**src/rtl/bounce_measure_ctrl_if.sv**
```systemverilog
// ============================================================================
// Module   : bounce_measure_ctrl_if
// Brief    : Request/tick inputs and frozen-result outputs of the bounce
//            measurement sequencer.
// Revision : 1.0 - initial release
// ============================================================================
`default_nettype none

interface bounce_measure_ctrl_if #(
    parameter int W = 8
);
    logic         start;
    logic         abort;
    logic         raw_tick;
    logic         db_tick;
    logic [W-1:0] raw_cnt;
    logic [W-1:0] db_cnt;
    logic         busy;
    logic         valid;
    logic         done_tick;
    logic         ovf;

    modport master (
        output start, abort, raw_tick, db_tick,
        input  raw_cnt, db_cnt, busy, valid, done_tick, ovf
    );

    modport slave (
        input  start, abort, raw_tick, db_tick,
        output raw_cnt, db_cnt, busy, valid, done_tick, ovf
    );
endinterface

`default_nettype wire

```
**src/rtl/bounce_measure_ctrl.sv**
```systemverilog
// ============================================================================
// Module   : bounce_measure_ctrl
// Brief    : Arms on start, counts raw and debounced ticks over a fixed window
//            starting at the first tick, then freezes the results.
// Revision : 1.0 - initial release
// ============================================================================
`default_nettype none

module bounce_measure_ctrl #(
    parameter int W          = 8,
    parameter int WIN_CYCLES = 50_000_000
) (
    input  wire logic              clk,
    input  wire logic              reset,
    bounce_measure_ctrl_if.slave   bus
);

    localparam int           c_TW   = $clog2(WIN_CYCLES);
    localparam logic [c_TW-1:0] c_LOAD = c_TW'(WIN_CYCLES - 2);
    localparam logic [W-1:0] c_MAX  = '1;

    typedef enum logic [1:0] {
        S_IDLE    = 2'd0,
        S_ARMED   = 2'd1,
        S_MEASURE = 2'd2,
        S_DONE    = 2'd3
    } state_t;

    state_t          r_state;
    logic [c_TW-1:0] r_timer;
    logic [W-1:0]    r_raw;
    logic [W-1:0]    r_db;
    logic            r_ovf;
    logic            r_done;
    logic            r_busy;
    logic            r_valid;

    logic w_any_tick;
    logic w_counting;
    logic w_raw_sat;
    logic w_db_sat;

    assign w_any_tick = bus.raw_tick | bus.db_tick;
    // The arm cycle is part of the window, so its ticks count as well
    assign w_counting = (r_state == S_MEASURE) || ((r_state == S_ARMED) && w_any_tick);
    assign w_raw_sat  = (r_raw == c_MAX);
    assign w_db_sat   = (r_db  == c_MAX);

    always_ff @(posedge clk) begin
        if (!reset || bus.abort) begin
            r_state <= S_IDLE;
            r_timer <= '0;
            r_raw   <= '0;
            r_db    <= '0;
            r_ovf   <= 1'b0;
            r_done  <= 1'b0;
            r_busy  <= 1'b0;
            r_valid <= 1'b0;
        end else begin
            r_done <= 1'b0;
            case (r_state)
                S_IDLE, S_DONE: begin
                    if (bus.start) begin
                        r_state <= S_ARMED;
                        r_busy  <= 1'b1;
                        r_valid <= 1'b0;
                        r_raw   <= '0;
                        r_db    <= '0;
                        r_ovf   <= 1'b0;
                    end
                end
                S_ARMED: begin
                    if (w_any_tick) begin
                        r_state <= S_MEASURE;
                        r_timer <= c_LOAD;
                    end
                end
                S_MEASURE: begin
                    if (r_timer == '0) begin
                        r_state <= S_DONE;
                        r_done  <= 1'b1;
                        r_busy  <= 1'b0;
                        r_valid <= 1'b1;
                    end else begin
                        r_timer <= r_timer - 1'b1;
                    end
                end
                default: begin
                    r_state <= S_IDLE;
                    r_busy  <= 1'b0;
                    r_valid <= 1'b0;
                end
            endcase

            if (w_counting) begin
                if (bus.raw_tick && !w_raw_sat) begin
                    r_raw <= r_raw + 1'b1;
                end
                if (bus.db_tick && !w_db_sat) begin
                    r_db <= r_db + 1'b1;
                end
                if ((bus.raw_tick && w_raw_sat) || (bus.db_tick && w_db_sat)) begin
                    r_ovf <= 1'b1;
                end
            end
        end
    end

    assign bus.raw_cnt   = r_raw;
    assign bus.db_cnt    = r_db;
    assign bus.busy      = r_busy;
    assign bus.valid     = r_valid;
    assign bus.done_tick = r_done;
    assign bus.ovf       = r_ovf;

endmodule

`default_nettype wire
```
**src/flat_wrapper.sv**
```systemverilog
// flat-port wrapper written by rule: the top's interface ports become plain ports
module bounce_measure_ctrl_flat 
#(
    parameter int W          = 8,
    parameter int WIN_CYCLES = 50_000_000
)
  (clk, reset, bus_start, bus_abort, bus_raw_tick, bus_db_tick, bus_raw_cnt, bus_db_cnt, bus_busy, bus_valid, bus_done_tick, bus_ovf);
  bounce_measure_ctrl_if #(.W(W)) bus_i ();
  input  wire logic clk;
  input  wire logic reset;
  input wire logic [$bits(bus_i.start)-1:0] bus_start;
  input wire logic [$bits(bus_i.abort)-1:0] bus_abort;
  input wire logic [$bits(bus_i.raw_tick)-1:0] bus_raw_tick;
  input wire logic [$bits(bus_i.db_tick)-1:0] bus_db_tick;
  output wire logic [$bits(bus_i.raw_cnt)-1:0] bus_raw_cnt;
  output wire logic [$bits(bus_i.db_cnt)-1:0] bus_db_cnt;
  output wire logic [$bits(bus_i.busy)-1:0] bus_busy;
  output wire logic [$bits(bus_i.valid)-1:0] bus_valid;
  output wire logic [$bits(bus_i.done_tick)-1:0] bus_done_tick;
  output wire logic [$bits(bus_i.ovf)-1:0] bus_ovf;
  assign bus_i.start = bus_start;
  assign bus_i.abort = bus_abort;
  assign bus_i.raw_tick = bus_raw_tick;
  assign bus_i.db_tick = bus_db_tick;
  assign bus_raw_cnt = bus_i.raw_cnt;
  assign bus_db_cnt = bus_i.db_cnt;
  assign bus_busy = bus_i.busy;
  assign bus_valid = bus_i.valid;
  assign bus_done_tick = bus_i.done_tick;
  assign bus_ovf = bus_i.ovf;
  bounce_measure_ctrl #(.W(W), .WIN_CYCLES(WIN_CYCLES)) u_core (.clk(clk), .reset(reset), .bus(bus_i));
endmodule
```
**config.mk**
```make
export PLATFORM = sky130hd
export DESIGN_NAME = bounce_measure_ctrl_flat
export DESIGN_NICKNAME = d
export VERILOG_FILES = /design/src/rtl/bounce_measure_ctrl_if.sv /design/src/rtl/bounce_measure_ctrl.sv /design/src/flat_wrapper.sv
export SDC_FILE = /design/constraint.sdc
export NUM_CORES = 1
export LEC_CHECK = 0
export ABC_AREA = 1
export BUFFER_PORTS_ARGS = -buffer_cell sky130_fd_sc_hd__buf_2
export CORE_ASPECT_RATIO = 1.1
export CORE_MARGIN = 8
export CORE_UTILIZATION = 62
export CTS_BUF_LIST = sky130_fd_sc_hd__clkbuf_4 sky130_fd_sc_hd__clkbuf_8 sky130_fd_sc_hd__clkbuf_16
export DETAILED_ROUTE_END_ITERATION = 10
export PLACE_DENSITY = 0.82
export SLEW_MARGIN = 20
export SYNTH_ARGS = -nofsm -noshare
export SYNTH_HDL_FRONTEND = slang
export SYNTH_SLANG_ARGS = --single-unit
```
**constraint.sdc**
```tcl
create_clock -name clk -period 3.65 [get_ports clk]
set_clock_uncertainty 0.15 [all_clocks]
set_input_delay 0.365 -clock clk [delete_from_list [all_inputs] [get_ports clk]]
set_output_delay 0.365 -clock clk [all_outputs]
set_load 0.05 [all_outputs]
```
==> reports/results.ini <==
[sta]
fmax_ghz = 0.451
holdWs_ns = 0.242
slew_viol_final = 0
hold_viol = 0
fin_tns_setup_ns = 0
worst_slew_pin_slew_ns = 0.753
rsz0062_at_grt = no
layout_min_cycle_time_ns = 2.22
period_share_pct = 60.7
finalWorstSetupSlack_ns = 1.43
slew_headroom_pct = 49.7
setup_viol = 0

[critical_path]
criticalPathCategory = flip-flop to flip-flop
path_cells = inv_1, ha_1, nor2_2, nand2_8, inv_2, nand2_1, a21oi_2
critPathMaxFanout = 26
max_stage_delay_ns = 0.42
required_ns = 3.74
worstPathArrival_ns = 2.30
start_kind = flip-flop
cp-end-kind = flip-flop
path_delay_family = simple AND/OR/NAND/NOR gates
critical_path_buf_inv_count = 2
slowest_stage = nor2_2

[finish]
finalInstanceArea_mm2 = 0.00319
syn_to_final_growth_pct = 8.23
drive_gt1_share_pct = 14.4
antenna-diode-count = 0
fill_cells = 417
fin_nets = 491
final_core_util_pct = 69.1
fin_cells = 536

[placed_design]
dp_cells = 528
dpl.hpwl_um = 4960
dpl-instance-area_mm2 = 0.00309
place.gp.congestion = 0.890
io_buffers = 25
detailedPlace.worstSlack_ns = 1.45

[grt]
gr-usage-all-layers_pct = 19.9
grt_pass1_vias = 2804
grt_start_max_net_pins = 27
grt-ovfl-total = 0
grt_pass1_wl_um = 11600
antenna_found_initial = 0

[die]
ios = 26
die_width_um = 81.7
core_area_mm2 = 0.00462
start_util_pct = 63.8
die_area_mm2 = 0.00722
rows = 26
die_y_um = 88.3

[clock_tree]
cts_resized = 0
cts.htree.levels = 2
cts-root-buf = clkbuf_8
hold_buffers = 0
cts.sinks = 48
insertion_delay_ns = 0.30
cts_buffers = 5
cts_setup_buffers = 0
clock_path_buffers = 2
cts_tree = built
path_clk_slew_ns = 0.09

[pwr]
peakVddDrop_uv = 216
p_total_mw = 1.22
cellLeakagePower_nw = 1.40
power_density_mw_per_mm2 = 382

[synth]
synth_ff_type = dfxtp_1
syn_area_mm2 = 0.00295
async_flop_share_pct = 0
syn-instance-count = 455
synth_top_cell_area_share_pct = 32.6
ys_ff_latch = 48
netlist_top_cells_count = 133 x nand2_1, 66 x nor2_1, 48 x dfxtp_1, 39 x inv_1, 38 x nand3_1
synth_fp_nets = 467
synth_enable_flop_cells = 0
synth.most_common_cell = nand2_1
yosysSeqAreaShare_pct = 32.6
ys_warn_count = 0
synth_area_leaders = dfxtp_1 33%, nand2_1 17%, nor2_1 8.4%
synth_cell_types = 30
yosysTopAreaCell = dfxtp_1
avgSynthCellArea_um2 = 6.48

[run_status]
status = complete, no violations

[routing]
drt_wl_total_um = 6760
vias = 2939
first_pass_iters = 5
antenna_left = 0
via_per_inst = 5.48
drc = 0
drt_iter0_drc = 222
avgRoutedWirePerCell_um = 12.6

[worst_hold_path]
min_path_type = primary input to flip-flop

[run]
maxCapViolCount = 0

[flip-flops by register name (all words and copies together) (netlist names)]
register              flops
u_core.bus.done_tick      1
u_core.bus.db_cnt         8
u_core.bus.busy           1
u_core.r_state            2
u_core.r_timer           26
u_core.bus.raw_cnt        8
u_core.bus.ovf            1
u_core.bus.valid          1
[final timing paths]
| path | endpoint | start | cells after the start | slack (ns) |
|---|---|---|---|---|
| min reg2reg | u_core.r_timer[0] | u_core.r_timer[0] | 1 | 0.28 |
| max reg2reg | u_core.r_timer[19] | u_core.r_state[0] | 7 | 1.43 |
| max | u_core.r_timer[19] | u_core.r_state[0] | 7 | 1.43 |
| min | u_core.bus.busy | bus_start | 3 | 0.24 |
[cell families after synthesis]
group | Yosys count | synth area share, %
adder cells (fa/ha/maj) | 6 | 2.55
XOR/XNOR | 6 | 1.78
AO/OA/AOI/OAI | 61 | 12.0
buffers and inverters | 51 | 7.55
flip-flops | 48 | 32.6
AND/OR/NAND/NOR | 283 | 43.5
[metal layers]
layer / global-route usage (%) / part of all wire, % / up-vias
li1: - / - / 1514
met1: 21.7 / 43 / 1335
met2: 35.1 / 50 / 75
met3: 3.96 / 4.6 / 15
met4: 10.2 / 2.6 / 0
met5: 0 / 0 / -
[where the power goes]
part	internal [mW]	leakage, nW	switching [mW]	total [mW]
Clock	0.162	0.0479	0.182	0.344
Sequential	0.537	0.388	0.0158	0.552
Combinational	0.107	0.961	0.216	0.323
[area by class of cell]
type | instances | area, µm² | area share (%)
clock buffers | 7 | 90.1 | 2.82
clock inverters | 1 | 7.51 | 0.235
inverters | 40 | 150 | 4.71
repair buffers | 28 | 148 | 4.63
well taps | 56 | 70.1 | 2.20
multi-input cells | 356 | 1760 | 55.3
flip-flops and latches | 48 | 961 | 30.1
[placed cells by master (no fill, tap or decap), types with 3 or more instances in the layout]
cell type,synthesis,routed
a21oi_1,32,32
a21oi_2,10,10
buf_2,1,25
buf_4,0,3
clkbuf_8,0,6
dfxtp_1,48,48
ha_1,6,6
inv_1,39,39
nand2_1,133,133
nand2_2,3,3
nand2_4,3,3
nand3_1,38,38
nand4_1,13,13
nor2_1,66,66
nor2_2,5,5
nor2_4,3,3
nor3_1,6,6
o211ai_1,3,3
o21ai_0,13,13
or2_2,5,5
xor2_1,6,6
[tightest hold or removal path, cell delays in order]
cell and delay, ns:
buf_2 0.11, nand3_1 0.10, a21oi_1 0.07
(Power assumes the default switching activity.)
